### src/rtl/vga_pixel_prefetch_if.sv
// Image ROM read bus: strobe and word address out,
// colour back a fixed number of cycles later.
interface vga_pixel_prefetch_if;
  logic        rom_rd;
  logic [14:0] rom_addr;
  logic [23:0] rom_data;

  modport master (
    output rom_rd,
    output rom_addr,
    input  rom_data
  );

  modport slave (
    input  rom_rd,
    input  rom_addr,
    output rom_data
  );
endinterface

### src/rtl/vga_pixel_prefetch.sv
// Raster-order pixel fetcher with power-of-two upscale feeding
// a credit-limited show-ahead colour FIFO for the VGA draw stage.
module vga_pixel_prefetch #(
  parameter int H_ACTIVE = 640,
  parameter int V_ACTIVE = 480,
  parameter int IMG_W    = 160,
  parameter int SHIFT    = 2,
  parameter int ROM_LAT  = 2,
  parameter int DEPTH    = 8
) (
  input  logic                    clk,
  input  logic                    rst,
  input  logic                    frame_start,
  input  logic                    pixel_pop,
  vga_pixel_prefetch_if.master    rom,
  output logic [23:0]             rom_color,
  output logic                    fifo_empty,
  output logic [$clog2(DEPTH):0]  fifo_count,
  output logic                    underflow
);
  localparam int XW = $clog2(H_ACTIVE);
  localparam int YW = $clog2(V_ACTIVE);
  localparam int PW = $clog2(DEPTH);
  localparam int CW = PW + 1;
  localparam int OW = CW + 4;

  typedef enum logic [1:0] {
    IDLE,
    FETCH,
    DONE
  } state_t;

  state_t             state;
  state_t             state_n;
  logic [XW-1:0]      fx;
  logic [XW-1:0]      cur_fx;
  logic [YW-1:0]      fy;
  logic [YW-1:0]      cur_fy;
  logic [14:0]        row_base;
  logic [14:0]        cur_base;
  logic [ROM_LAT-1:0] vsr;
  logic [ROM_LAT-1:0] vsr_n;
  logic [PW-1:0]      wr_ptr;
  logic [PW-1:0]      rd_ptr;
  logic [CW-1:0]      cnt_n;
  logic [23:0]        mem [DEPTH];
  logic [OW-1:0]      pending;
  logic               issue;
  logic               last_px;
  logic               push;
  logic               pop_ok;

  // frame_start issues pixel (0,0) in the same decision cycle
  assign cur_fx   = frame_start ? '0 : fx;
  assign cur_fy   = frame_start ? '0 : fy;
  assign cur_base = frame_start ? '0 : row_base;
  assign last_px  = (cur_fx == XW'(H_ACTIVE - 1)) &&
                    (cur_fy == YW'(V_ACTIVE - 1));

  assign push   = vsr[ROM_LAT-1] & ~frame_start;
  assign pop_ok = pixel_pop & ~fifo_empty & ~frame_start;
  assign cnt_n  = fifo_count + CW'(push) - CW'(pop_ok);

  always_comb begin
    vsr_n    = '0;
    vsr_n[0] = rom.rom_rd;
    for (int i = 1; i < ROM_LAT; i++) begin
      vsr_n[i] = vsr[i-1];
    end
  end

  // every entry already owed to the FIFO, net of this cycle's pop
  always_comb begin
    pending = OW'(fifo_count) + OW'(rom.rom_rd) - OW'(pop_ok);
    for (int i = 0; i < ROM_LAT; i++) begin
      pending = pending + OW'(vsr[i]);
    end
  end

  always_comb begin
    state_n = state;
    issue   = 1'b0;
    unique case (1'b1)
      frame_start: begin
        issue   = 1'b1;
        state_n = last_px ? DONE : FETCH;
      end
      (state == FETCH) && !frame_start: begin
        issue = pending < OW'(DEPTH);
        if (issue && last_px) begin
          state_n = DONE;
        end
      end
      default: begin
        state_n = state;
      end
    endcase
  end

  always_ff @(posedge clk or negedge rst) begin
    if (!rst) begin
      state <= IDLE;
    end else begin
      state <= state_n;
    end
  end

  always_ff @(posedge clk or negedge rst) begin
    if (!rst) begin
      fx           <= '0;
      fy           <= '0;
      row_base     <= '0;
      rom.rom_rd   <= 1'b0;
      rom.rom_addr <= '0;
    end else begin
      rom.rom_rd <= issue;
      if (issue) begin
        rom.rom_addr <= cur_base + 15'(cur_fx >> SHIFT);
        if (cur_fx == XW'(H_ACTIVE - 1)) begin
          fx <= '0;
          fy <= cur_fy + YW'(1);
          if (&cur_fy[SHIFT-1:0]) begin
            row_base <= cur_base + 15'(IMG_W);
          end else begin
            row_base <= cur_base;
          end
        end else begin
          fx       <= cur_fx + XW'(1);
          fy       <= cur_fy;
          row_base <= cur_base;
        end
      end
    end
  end

  always_ff @(posedge clk or negedge rst) begin
    if (!rst) begin
      vsr        <= '0;
      wr_ptr     <= '0;
      rd_ptr     <= '0;
      fifo_count <= '0;
      fifo_empty <= 1'b1;
      underflow  <= 1'b0;
    end else if (frame_start) begin
      vsr        <= '0;
      wr_ptr     <= '0;
      rd_ptr     <= '0;
      fifo_count <= '0;
      fifo_empty <= 1'b1;
      underflow  <= 1'b0;
    end else begin
      vsr        <= vsr_n;
      fifo_count <= cnt_n;
      fifo_empty <= (cnt_n == '0);
      if (push) begin
        wr_ptr <= wr_ptr + PW'(1);
      end
      if (pop_ok) begin
        rd_ptr <= rd_ptr + PW'(1);
      end
      if (pixel_pop && fifo_empty) begin
        underflow <= 1'b1;
      end
    end
  end

  always_ff @(posedge clk) begin
    if (push) begin
      mem[wr_ptr] <= rom.rom_data;
    end
  end

  assign rom_color = fifo_empty ? '0 : mem[rd_ptr];

endmodule

### src/flat_wrapper.sv
// flat-port wrapper written by rule: the top's interface ports become plain ports
module vga_pixel_prefetch_flat 
#(
  parameter int H_ACTIVE = 640,
  parameter int V_ACTIVE = 480,
  parameter int IMG_W    = 160,
  parameter int SHIFT    = 2,
  parameter int ROM_LAT  = 2,
  parameter int DEPTH    = 8
)
  (clk, rst, frame_start, pixel_pop, rom_color, fifo_empty, fifo_count, underflow, rom_rom_rd, rom_rom_addr, rom_rom_data);
  vga_pixel_prefetch_if rom_i ();
  input  logic clk;
  input  logic rst;
  input  logic frame_start;
  input  logic pixel_pop;
  output logic [23:0] rom_color;
  output logic fifo_empty;
  output logic [$clog2(DEPTH):0] fifo_count;
  output logic underflow;
  output wire logic [$bits(rom_i.rom_rd)-1:0] rom_rom_rd;
  output wire logic [$bits(rom_i.rom_addr)-1:0] rom_rom_addr;
  input wire logic [$bits(rom_i.rom_data)-1:0] rom_rom_data;
  assign rom_rom_rd = rom_i.rom_rd;
  assign rom_rom_addr = rom_i.rom_addr;
  assign rom_i.rom_data = rom_rom_data;
  vga_pixel_prefetch #(.H_ACTIVE(H_ACTIVE), .V_ACTIVE(V_ACTIVE), .IMG_W(IMG_W), .SHIFT(SHIFT), .ROM_LAT(ROM_LAT), .DEPTH(DEPTH)) u_core (.clk(clk), .rst(rst), .frame_start(frame_start), .pixel_pop(pixel_pop), .rom(rom_i), .rom_color(rom_color), .fifo_empty(fifo_empty), .fifo_count(fifo_count), .underflow(underflow));
endmodule
### config.mk
export PLATFORM = sky130hd
export DESIGN_NAME = vga_pixel_prefetch_flat
export DESIGN_NICKNAME = d
export VERILOG_FILES = /design/src/rtl/vga_pixel_prefetch_if.sv /design/src/rtl/vga_pixel_prefetch.sv /design/src/flat_wrapper.sv
export SDC_FILE = /design/constraint.sdc
export NUM_CORES = 1
export LEC_CHECK = 0
export ABC_AREA = 1
export CAP_MARGIN = 20
export CORE_AREA = 4 4 239 171
export CTS_BUF_LIST = sky130_fd_sc_hd__clkbuf_4 sky130_fd_sc_hd__clkbuf_8
export CTS_CLUSTER_DIAMETER = 40
export DETAILED_ROUTE_END_ITERATION = 16
export DIE_AREA = 0 0 243 175
export SLEW_MARGIN = 20
export SYNTH_ARGS = -nofsm -noshare
export SYNTH_HDL_FRONTEND = slang
export SYNTH_SLANG_ARGS = --single-unit
### constraint.sdc
create_clock -name clk -period 2.75 [get_ports clk]
set_clock_uncertainty 0.2 [all_clocks]
set_input_delay 0.55 -clock clk [delete_from_list [all_inputs] [get_ports clk]]
set_output_delay 0.55 -clock clk [all_outputs]
set_load 0.01 [all_outputs]
; ---- Word-level counts from Yosys, hierarchy flattened
; Memories as Yosys holds them, arrays and structs flattened.
; Index checks and enable logic that the tools add are counted.
[totals]
memories = 1
ram_bits = 192
latchBits = 0
output_inout_bits = 46
reg_bits = 66
in_bits = 28
mem_bits_ro = 0
elab_cells = 70
[memory_table]
columns = name, depth, word_bits, rd, rd_clocked_by_memory_dff, write_ports, line_no
row1 = u_core.mem, 8, 24, 1, 0, 1, vga_pixel_prefetch.sv:46  ; logic [23:0] mem [DEPTH];
[op_classes]
bitwise = 5
n_mux = 23
reduce_logical = 12
eq_ne = 4
addsub = 12
n_mul = 0
shifts = 0
order_cmp = 1
n_div = 0
[ops]
columns = cell, count
row1 = $mux W15, 3
row2 = $mux W24, 1
row3 = $mux W10, 2
row4 = $mux W9, 2
row5 = $add A8 B1 Y8, 2
row6 = $add A15 B8 Y15, 1
row7 = $add A15 B8 Y15 const B, 1
row8 = $mux W3, 4
row9 = $add A10 B1 Y10 const B, 1
row10 = $eq A10 B10 Y1 const B, 1
row11 = $add A9 B1 Y9 const B, 1
row12 = $eq A9 B9 Y1 const B, 1
row13 = $lt A8 B4 Y1 const B, 1
row14 = $reduce_bool A2 Y1, 4
row15 = $sub A8 B1 Y8, 1
row16 = $add A3 B1 Y3 const B, 2
row17 = $mux W2, 3
row18 = $add A4 B1 Y5, 1
row19 = $mux W1, 5
row20 = $add A4 B1 Y4, 1
row21 = $logic_and A1 B1 Y1, 4
row22 = $logic_not A4 Y1, 1
row23 = $mux W4, 1
row24 = $pmux W2 S2, 1
row25 = 8 further kinds, 12

; ---- Depth between registers and ports, before layout
[logic_depth]
depth_word = 10
ltp_mapped = 18
ltp_nobuf = 18

; ---- Worst setup path before layout
; Ideal clock, no wire load.
[synth_path]
kind = input -> register
start = in frame_start
end = reg u_core.rom.rom_addr[14]
n_path_buf = 3
arrival_time_ns = 2.598
setup_ns = 0.117
stages = 15
path_slack_ns = -0.165
t_required_ns = 2.433
path_cell_list = buf_2 buf_2 buf_2 nor2_1 ha_1 inv_1 fa_1 o21ai_1 nand3_1 nand2_1 nand2_1 nor2_1 nand3_1 nand3_1 nand2_1
[synth_between]
elab_cells_between_ends = 12
cone_classes = add/sub (4) / order compare (1) / mux (3) / bitwise (2) / reduce/logical (2)
[synth_lines]
columns = element, line_no
row1 = from (decl), flat_wrapper.sv:15  ; input logic frame_start;
row2 = $mux W15, vga_pixel_prefetch.sv:56  ; assign cur_base = frame_start ? '0 : row_base;
row3 = net u_core.cur_base[0], vga_pixel_prefetch.sv:40  ; logic [14:0] cur_base;
row4 = $add A15 B8 Y15, vga_pixel_prefetch.sv:118  ; rom.rom_addr <= cur_base + 15'(cur_fx >> SHIFT);
row5 = to (signal assigned), vga_pixel_prefetch.sv:118
row6 = to (decl), vga_pixel_prefetch_if.sv:10  ; output rom_addr,
; The timed path passes the listed nets, and every way through them passes these cells.
; A chain may end at the register's enable or synchronous reset.

; ---- Final worst setup path
[layout_path]
start = reg u_core.rd_ptr[1]
end = out rom_color[16]
[layout_between]
elab_chain_len = 2
[layout_rtl]
columns = element, line_no
row1 = from (decl), vga_pixel_prefetch.sv:44  ; logic [PW-1:0] rd_ptr;
row2 = from (signal assigned), vga_pixel_prefetch.sv:159  ; rd_ptr <= rd_ptr + PW'(1);
row3 = $mem_v2 Z8 W24, n/a
row4 = $mux W24, vga_pixel_prefetch.sv:173  ; assign rom_color = fifo_empty ? '0 : mem[rd_ptr];
row5 = to (decl), flat_wrapper.sv:17  ; output logic [23:0] rom_color;
; Every way passes these cells.

==> results.sh <==
export IMPL_seqPwrFrac_pct=39.3
export IMPL_whs_ns=0.280
export IMPL_violations="negative setup slack"
export IMPL_r2r_end="u_core.fy[3]"
export IMPL_cts_tree="yes"
export IMPL_synth_cells=1064
export IMPL_yosysWarningCount=0
export IMPL_antenna_found_initial=0
export IMPL_p_int_mw=7.74
export IMPL_layout_drive_gt1_share_pct=30.1
export IMPL_grt_first_pass_wirelength_mm=47.6
export IMPL_start_util_pct=29.9
export IMPL_synthesis_area_sq_mm=0.0115
export IMPL_synth_avg_cell_area_sq_um=10.8
export IMPL_routed_wl_mm=30.5
export IMPL_vias=8604
export IMPL_critPathArrivalTime_ns=2.21
export IMPL_dp_cells=1721
export IMPL_antenna_cells=0
export IMPL_r2r_slack_ns=0.16
export IMPL_yosysTopAreaCell="edfxtp_1"
export IMPL_die_h_um=175
export IMPL_finalHoldViolCount=0
export IMPL_critPathMaxFanout=6
export IMPL_worst_path_buf_inv=7
export IMPL_fmax_ghz=0.338
export IMPL_grt_total_usage_pct=14.0
export IMPL_synth_edf_count=192
export IMPL_min_delay_path_depth=2
export IMPL_fin_crit_sh_pct=107
export IMPL_combPwrFrac_pct=29.4
export IMPL_drt_antenna_violating_nets=0
export IMPL_synth_cell_types=42
export IMPL_dr_pass1_iters=6
export IMPL_cp_slowest_cell="dfrtp_1"
export IMPL_grt_max_degree=67
export IMPL_whs_endpoint="u_core.fy[8]"
export IMPL_clock_root_buffer="clkbuf_8"
export IMPL_status="finished with violations"
export IMPL_synth_seq_area_share_pct=64.7
export IMPL_cts_max_level=2
export IMPL_ys_flop_type="edfxtp_1"
export IMPL_slew_violations=0
export IMPL_worstSkewPairLatency_ns=0.59
export IMPL_gp_congestion=0.762
export IMPL_pwr_share_clk_pct=31.4
export IMPL_async_flop_share_pct=25.6
export IMPL_hold_class="flip-flop to flip-flop"
export IMPL_clk_pin_slew_ns=0.06
export IMPL_die_w_um=243
export IMPL_setup_slack_ns=-0.205
export IMPL_end_kind="primary output"
export IMPL_syn_to_final_growth_pct=38.8
export IMPL_finalCriticalPeriod_ns=2.96
export IMPL_setup_violations=23
export IMPL_fin_cells=1850
export IMPL_die_area_sq_mm=0.0425
export IMPL_clock_path_buffers=3
export IMPL_portBuffers=73
export IMPL_synth_nets=1120
export IMPL_synth_top_area_share_pct=50.3
export IMPL_cts_sinks=258
export IMPL_critical_path_max_stage_delay_ns=0.38
export IMPL_rows=60
export IMPL_start_kind="flip-flop"
export IMPL_worstPathRequired_ns=2.00
export IMPL_ys_ff_latch=258
export IMPL_ir_worst_vdd_mv=0.374
export IMPL_grt_pass1_vias=8553
export IMPL_drt_iter0_drc=542
export IMPL_fin_nets=1378
export IMPL_leakage_nw=6.37
export IMPL_hpwlAfterDp_mm=17.7
export IMPL_path_delay_family="buffers and inverters"
export IMPL_boundaryPins=74
export IMPL_ff2ff_path_depth=13
export IMPL_wl_per_cell_um=16.5
export IMPL_regToRegStartpoint="u_core.rom.rom_rd"
export IMPL_power_density_mw_per_mm2=701
export IMPL_path_cells="inv_2 -> buf_6 -> buf_12 -> buf_8 -> buf_6 -> buf_8 -> nor2_1 -> o21ai_1 -> a31oi_1 -> buf_2"
export IMPL_via_per_inst=4.65
export IMPL_switching_share_pct=30.6
export IMPL_fp_coreArea_sq_mm=0.0383
export IMPL_route_detailed_drc=0
export IMPL_yosys_top_cells_area="edfxtp_1 (50%), dfrtp_1 (14%), nor2_1 (6.7%)"
export IMPL_worstSetupPathType="flip-flop to primary output"
export IMPL_hp_start="u_core.fy[8]"
export IMPL_cts_buffers=46
export IMPL_drv_cap=0
export IMPL_grt_overflow=0
export IMPL_p_sw_mw=3.42
export IMPL_worst_pin_slew_ns=0.383
export IMPL_grt_setup_unrepaired="true"
export IMPL_slew_headroom_pct=74.4
## cell families after synthesis
kind of cell | synth area share (%)
AOI/OAI and AO/OA | 10.7
xor gates and xnor gates | 2.45
adders and majority gates | 3.19
buffers and inverters | 4.26
DFF | 64.7
and+or+nand+nor | 14.7
## power by group through the flow
stage	clock, mW	combinational [mW]	sequential (mW)
after floorplan	0	1.25	4.46
after global placement	0	2.48	4.45
after detailed placement	0	2.50	4.45
after CTS	3.59	3.12	4.38
after global routing	3.81	3.56	4.39
final	3.50	3.28	4.38
## how the worst max path moves through the flow
stage,from,endpoint,slack (ns),cells past startpoint
6_report,u_core.rd_ptr[1],rom_color[16],-0.21,10
5_1_grt,u_core.rd_ptr[1],rom_color[16],-0.33,10
4_1_cts,u_core.rd_ptr[0],rom_color[2],-0.18,8
3_5_place_dp,pixel_pop,u_core.fx[0],-0.50,17
3_3_place_gp,pixel_pop,u_core.fy[3],-0.45,17
2_1_floorplan,frame_start,u_core.rom.rom_addr[14],0.003,15
## cell usage after synthesis, types with 2 or more instances
cell type,instances
o22ai_1,26
nor2_2,8
inv_2,4
dfrtp_1,65
nand2_2,7
o21ai_0,141
clkbuf_1,28
o21ai_1,16
nand3_2,3
buf_1,2
ha_1,26
nand3b_1,2
fa_1,2
nand3_1,23
nor3_1,2
a31oi_1,25
o211ai_1,2
a21oi_1,15
inv_1,67
nor2_4,2
edfxtp_1,192
nand4_1,4
xor2_1,23
xnor2_1,9
nor2_1,204
o21ai_2,2
buf_2,16
nand2_1,132
nor3_2,3
## sequential cells by signal (all words and copies together) (netlist names)
| register | cells |
|---|---|
| u_core.fy | 9 |
| u_core.fifo_count | 4 |
| u_core.row_base | 15 |
| u_core.mem | 192 |
| u_core.fx | 10 |
| u_core.underflow | 1 |
| u_core.rom.rom_addr | 15 |
| u_core.state | 2 |
| u_core.fifo_empty | 1 |
| u_core.wr_ptr | 3 |
| u_core.rd_ptr | 3 |
| u_core.vsr | 2 |
| u_core.rom.rom_rd | 1 |
## layout by cell type, fill, tap and decap left out, types with 23 or more instances in the layout
| cell type | count |
|---|---|
| o21ai_2 | 27 |
| o21ai_0 | 59 |
| edfxtp_1 | 192 |
| buf_4 | 118 |
| clkdlybuf4s50_1 | 48 |
| buf_6 | 24 |
| nor2_2 | 36 |
| dfrtp_1 | 64 |
| nand2_1 | 131 |
| inv_1 | 65 |
| nand3_1 | 23 |
| nor2_1 | 167 |
| a31oi_1 | 24 |
| ha_1 | 23 |
| clkbuf_8 | 48 |
| buf_12 | 26 |
| o21ai_1 | 68 |
## worst min-delay path, stage by stage (launching register included)
cell     delay [ns]
dfrtp_1        0.34
nand2_1        0.05
nand2_1        0.06
## layout make-up
class	instances	area [sq um]
Sequential cell	258	7420
Multi-Input combinational cell	685	3960
Timing Repair Buffer	258	2750
Tap cell	496	621
Clock buffer	65	788
Fill cell	3574	22400
Inverter	73	282
Clock inverter	15	103
## what timing repair did
item | CTS | global route
hold buffers | 1 | 0
gates resized for setup | 232 | 100
gates cloned | 13 | 2
pin swaps | 52 | 56
endpoints found under the hold margin | 65 | 0
endpoints found under the setup margin | 26 | 69
setup buffers | 27 | 12
## metal layers
layer / vias to the layer above / share of wire, % / GRT usage, %
met1: 4151 / 47 / 19.5
met2: 187 / 45 / 21.5
met4: 0 / 2.6 / 4.57
li1: 4207 / - / -
met5: - / 0 / 0
met3: 59 / 5.7 / 3.53
## per-stage QoR
step                power [mW]  utilization [%]  TNS [ns]  worst slack (ns)  area [sq um]
floorplan                 5.71                -         0           0.00302         11500
global placement          6.94             36.4    -29.12            -0.452         13900
detailed placement        6.95             36.4    -32.30            -0.503         13900
CTS                       11.1             40.7     -3.31            -0.176         15600
global route              11.8             41.6     -5.19            -0.334         15900
finish                    11.2             41.6     -2.52            -0.205         15900
Note: power is estimated with default switching activity, not from simulation.
